File: config.mk
export PLATFORM = sky130hd
export DESIGN_NAME = mb_seq_multiplier
export DESIGN_NICKNAME = d
export VERILOG_FILES = /design/src/rtl/mb_pkg.sv /design/src/rtl/mb_pp_gen.sv /design/src/rtl/mb_seq_multiplier.sv
export SDC_FILE = /design/constraint.sdc
export NUM_CORES = 1
export LEC_CHECK = 0
export ABC_AREA = 1
export BUFFER_PORTS_ARGS = -buffer_cell sky130_fd_sc_hd__buf_2
export CAP_MARGIN = 25
export CORE_ASPECT_RATIO = 1.5
export CORE_MARGIN = 2
export CORE_UTILIZATION = 55
export DETAILED_ROUTE_END_ITERATION = 10
export PLACE_DENSITY = 0.76
export SLEW_MARGIN = 20
export SYNTH_ARGS = -nofsm -noshare
export SYNTH_HDL_FRONTEND = slang
export SYNTH_SLANG_ARGS = --single-unit
File: constraint.sdc
create_clock -name clk -period 5.05 [get_ports clk]
set_input_delay 1.01 -clock clk [delete_from_list [all_inputs] [get_ports clk]]
set_output_delay 1.01 -clock clk [all_outputs]
set_load 0.005 [all_outputs]
File: src/rtl/mb_pkg.sv
// Shared types and constants for the radix-4 Modified Booth multiplier family.
// Digit magnitudes are encoded as {two, one}, matching the MB encoder outputs.
package mb_pkg;

  typedef enum logic [1:0] {
    IDLE = 2'd0,
    CALC = 2'd1,
    DONE = 2'd2
  } state_e;

  localparam logic [1:0] DIG_ZERO    = 2'b00;
  localparam logic [1:0] DIG_ONE     = 2'b01;
  localparam logic [1:0] DIG_TWO     = 2'b10;
  localparam logic [1:0] DIG_ILLEGAL = 2'b11;

  function automatic int digits_of(input int n);
    return n / 2;
  endfunction

endpackage

File: src/rtl/mb_pp_gen.sv
// Combinational Booth partial-product generator: selects 0, B or 2B from one digit,
// then applies the digit sign. A digit with one=two=1 yields zero and flags illegal.
module mb_pp_gen
  import mb_pkg::*;
#(
  parameter int W = 16
) (
  input  logic [W-1:0] b,
  input  logic         sign,
  input  logic         one,
  input  logic         two,
  output logic [W-1:0] pp,
  output logic         illegal
);

  logic [W-1:0] mag;

  always_comb begin
    mag = '0;
    case ({two, one})
      DIG_ONE: mag = b;
      DIG_TWO: mag = b << 1;
      default: mag = '0;
    endcase
    // Negating a zero magnitude gives zero, so the encoder's -0 needs no special case.
    pp      = sign ? -mag : mag;
    illegal = one & two;
  end

endmodule

File: src/rtl/mb_seq_multiplier.sv
// Sequential radix-4 Modified Booth multiplier: one Booth digit per clock into a
// 2N-bit accumulator, with valid/ready handshakes on operands and product.
module mb_seq_multiplier
  import mb_pkg::*;
#(
  parameter int  N      = 8,
  localparam int DIGITS = digits_of(N)
) (
  input  logic                clk,
  input  logic                rst_n,
  input  logic                in_valid,
  output logic                in_ready,
  input  logic [N-1:0]        b,
  input  logic [DIGITS-1:0]   sign,
  input  logic [DIGITS-1:0]   one,
  input  logic [DIGITS-1:0]   two,
  output logic                out_valid,
  input  logic                out_ready,
  output logic [2*N-1:0]      p,
  output logic                out_err
);

  localparam int W     = 2 * N;
  localparam int CNT_W = (DIGITS > 1) ? $clog2(DIGITS) : 1;

  state_e              state_q;
  logic [W-1:0]        b_q;
  logic [W-1:0]        acc_q;
  logic [W-1:0]        acc_d;
  logic [W-1:0]        p_q;
  logic [W-1:0]        pp;
  logic [DIGITS-1:0]   sign_q;
  logic [DIGITS-1:0]   one_q;
  logic [DIGITS-1:0]   two_q;
  logic [CNT_W-1:0]    cnt_q;
  logic                err_q;
  logic                err_d;
  logic                illegal;
  logic                out_valid_q;
  logic                out_err_q;
  logic                last_digit;

  mb_pp_gen #(.W(W)) u_pp_gen (
    .b       (b_q),
    .sign    (sign_q[cnt_q]),
    .one     (one_q[cnt_q]),
    .two     (two_q[cnt_q]),
    .pp      (pp),
    .illegal (illegal)
  );

  // Digit k has weight 4^k, so its partial product is shifted left by 2k.
  always_comb begin
    acc_d      = acc_q + (pp << {cnt_q, 1'b0});
    err_d      = err_q | illegal;
    last_digit = (cnt_q == CNT_W'(DIGITS - 1));
  end

  always_ff @(posedge clk or negedge rst_n) begin
    if (!rst_n) begin
      state_q     <= IDLE;
      b_q         <= '0;
      sign_q      <= '0;
      one_q       <= '0;
      two_q       <= '0;
      acc_q       <= '0;
      cnt_q       <= '0;
      err_q       <= 1'b0;
      p_q         <= '0;
      out_err_q   <= 1'b0;
      out_valid_q <= 1'b0;
    end else begin
      case (state_q)
        IDLE: begin
          if (in_valid) begin
            b_q     <= {{N{b[N-1]}}, b};
            sign_q  <= sign;
            one_q   <= one;
            two_q   <= two;
            acc_q   <= '0;
            cnt_q   <= '0;
            err_q   <= 1'b0;
            state_q <= CALC;
          end
        end
        CALC: begin
          acc_q <= acc_d;
          err_q <= err_d;
          if (last_digit) begin
            cnt_q       <= '0;
            p_q         <= acc_d;
            out_err_q   <= err_d;
            out_valid_q <= 1'b1;
            state_q     <= DONE;
          end else begin
            cnt_q <= cnt_q + CNT_W'(1);
          end
        end
        DONE: begin
          // Returning through IDLE means a new operand waits one cycle after the handshake.
          if (out_ready) begin
            out_valid_q <= 1'b0;
            state_q     <= IDLE;
          end
        end
        default: state_q <= IDLE;
      endcase
    end
  end

  assign in_ready  = (state_q == IDLE);
  assign out_valid = out_valid_q;
  assign p         = p_q;
  assign out_err   = out_err_q;

endmodule
==> flow_summary.yaml <==
die:
  die_area_sq_um: 7730
  die_h_um: 107
  rows: 37
  core_sq_um: 6850
  initial_utilization_pct: 56.4
  io_pins: 43
  die_w_um: 72.4
hold_path:
  hold_end: "out_err"
  hp-class: "flop to flop"
  hold_path_depth: 2
  min_from: "out_err"
worst_setup_path:
  r2r_setup_slack_ns: 0.55
  arrival_ns: 4.75
  crit_type: "flop to flop"
  r2r-start: "cnt_q[1]"
  r2r_end: "p[13]"
  cp-start-kind: "flop"
  r2r_cells: 22
  endpoint_kind: "flop"
  required_ns: 5.30
  crit_fanout: 19
sta:
  relSlewSlack_pct: 49.2
  finalCritPeriodShare_pct: 89.1
  worst_slack_ns: 0.553
  finalClockSkew_ns: 0.0118
  tightest_slew_ns: 0.761
  rsz0062_at_grt: "false"
  drv_slew: 0
  finalCriticalPeriod_ns: 4.50
  finalHoldViolCount: 0
  fmax_mhz: 222
  fin_tns_setup_ns: 0
  setup_viol: 0
logic_synthesis:
  synthAdderAreaFrac_pct: 7.64
  synth_area_per_cell_sq_um: 7.35
  synth_top_family_by_area: "simple AND/OR/NAND/NOR gates"
  ys_warn_count: 0
  synthCells: 526
  synth_cell_types: 40
  synth.area.mux_share_pct: 0
  synth-compound-area-share_pct: 10.1
  synth-simple-area-share_pct: 33.9
  synth_seq_area_share_pct: 38.2
  synth-xor-area-share_pct: 2.72
  syn_area_sq_um: 3860
  ys_seq_elements: 59
  synth_nets: 573
cells_and_area:
  final_layout_size_suffix_gt1_share_pct: 16.6
  n_fill_cell: 648
  diodes: 0
  nets: 609
  synthToLayoutAreaGrowth_pct: 9.84
cts:
  cts_root_buffer: "clkbuf_8"
  numCtsBuffers: 9
  cts_max_path_buffers: 2
  cts_tree: "built"
  clock-sinks: 59
  h-tree-depth: 3
  clkLatencyLatePin_ns: 0.36
  cts_setup_buffers: 0
  clk_pin_slew_ns: 0.06
detailed_routing:
  drt-initial-drc-count: 207
  via_count: 3381
  vias_per_cell: 5.24
  drc_errors: 0
  drt-total-wl_um: 8300
  drtPass1Iterations: 4
  wl_per_cell_um: 12.9
  ant_nets: 0
global_route:
  antenna_found_initial: 0
  grt_max_degree: 60
  grt_pass1_wl_um: 14400
  grt_usage_pct: 23.9
  grt_pass1_vias: 3247
  grt-ovfl-total: 0
placed_design:
  port_buffers: 42
  dp_hpwl_um: 6370
  gp_congestion: 0.898
  pre_cts_ws_ns: 0.457
run:
  cap_violations: 0
status:
  status: "finished, final reports clean"
[final cells by class]
cell class                      count  area, sq um  area share [%]
Inverter                           45          173            4.07
Sequential cell                    59         1480            34.8
Multi-Input combinational cell    403         2100            49.5
Clock buffer                       14          163            3.83
Timing Repair Buffer               44          225            5.31
Tap cell                           78         97.6            2.30
Clock inverter                      2         10.0           0.236
[state kept, by name (all words and copies together) (netlist names)]
| name | count |
|---|---|
| err_q | 1 |
| cnt_q | 2 |
| one_q | 4 |
| out_valid | 1 |
| state_q | 2 |
| out_err | 1 |
| two_q | 4 |
| b_q | 8 |
| sign_q | 4 |
| acc_q | 16 |
| p | 16 |
[cell families (layout without fill, tap and decap cells)]
group | count (synthesis) | after routing
XOR/XNOR | 12 | 12
AO/OA/AOI/OAI | 68 | 68
flip-flops | 59 | 59
adder cells (fa/ha/maj) | 23 | 23
buffers and inverters | 64 | 105
AND/OR/NAND/NOR | 300 | 300
[cells in the mapped netlist (all sizes together)]
master    n  area, sq um
buf      15          105
inv      45          169
a22o      1         8.76
o22ai     1         6.26
o21bai    2         18.8
clkbuf    4         15.0
a211oi    1         7.51
o31ai     2         15.0
and3      1         6.26
nand4     2         12.5
ha       22          275
xor2      5         43.8
nand3b    4         30.0
xnor2     7         61.3
and2      1         6.26
o21ai    38          194
nor2     21          106
a21oi    18         97.6
nand2   220          866
a21o      2         15.0
a32oi     2         17.5
dfrtp    59         1480
or2       1         6.26
a32o      1         10.0
fa        1         20.0
nand3    48          260
nor3      2         15.0
[layout by cell type (no fill, tap or decap), types with 5 or more instances in the layout]
master    count
xnor2_1       7
dfrtp_1      58
clkbuf_8     11
buf_2        42
a21oi_1      16
o21ai_1       8
nand2_1     206
nand3_1      44
nor2_1       16
ha_1         22
o21ai_0      29
inv_2         6
nand2_2      13
inv_1        38
xor2_1        5
[per-layer routing]
metal  wire, um  vias up  share of wire [%]  track usage [%]
met4        190        0                2.3             11.4
met2       4370       68                 53             41.6
met3        350       15                4.2             5.83
met1       3390     1531                 41             26.9
li1           -     1767                  -                -
met5          0        -                  0                0
[per-stage QoR]
step	instance area, sq um	util (%)	instances	hold slack (ns)
floorplan	3860	-	526	0.449
global placement	4070	59.4	629	0.450
detailed placement	4070	59.4	629	0.459
CTS	4240	61.9	645	0.473
global route	4250	62.0	645	0.495
finish	4250	62.0	645	0.468
[what timing repair did]
item	in CTS	in global routing
resized for setup	0	2
hold buffers	0	0
setup endpoints to repair	0	11
[worst max path at each step]
stage / from / endpoint / slack, ns / depth (start not counted)
2_1_floorplan: cnt_q[0] / acc_q[7] / 1.13 / 24
3_3_place_gp: cnt_q[0] / acc_q[7] / 0.54 / 21
3_5_place_dp: cnt_q[0] / p[13] / 0.46 / 23
4_1_cts: cnt_q[0] / p[13] / 0.44 / 23
5_1_grt: cnt_q[1] / acc_q[13] / 0.1 / 24
6_report: cnt_q[1] / p[13] / 0.55 / 22
[critical path, stage by stage (launching register included)]
cell and delay, ns:
dfrtp_1 0.63, inv_2 0.24, a32oi_1 0.35, inv_1 0.08, ha_1 0.31, inv_2 0.17, nand3_1 0.13, and2_1 0.18
ha_1 0.19, nand3_1 0.09, nand2_1 0.06, xor2_1 0.14, inv_1 0.07, nand2_1 0.06, nand3_1 0.09, o21ai_1 0.07
ha_1 0.38, a21oi_1 0.30, o21ai_0 0.13, a211oi_1 0.37, nand3_1 0.16, nand3_1 0.12, nand2_1 0.05
Power is not shown: default switching activity piles up to over one toggle a cycle in this logic, so the estimate is an artifact.
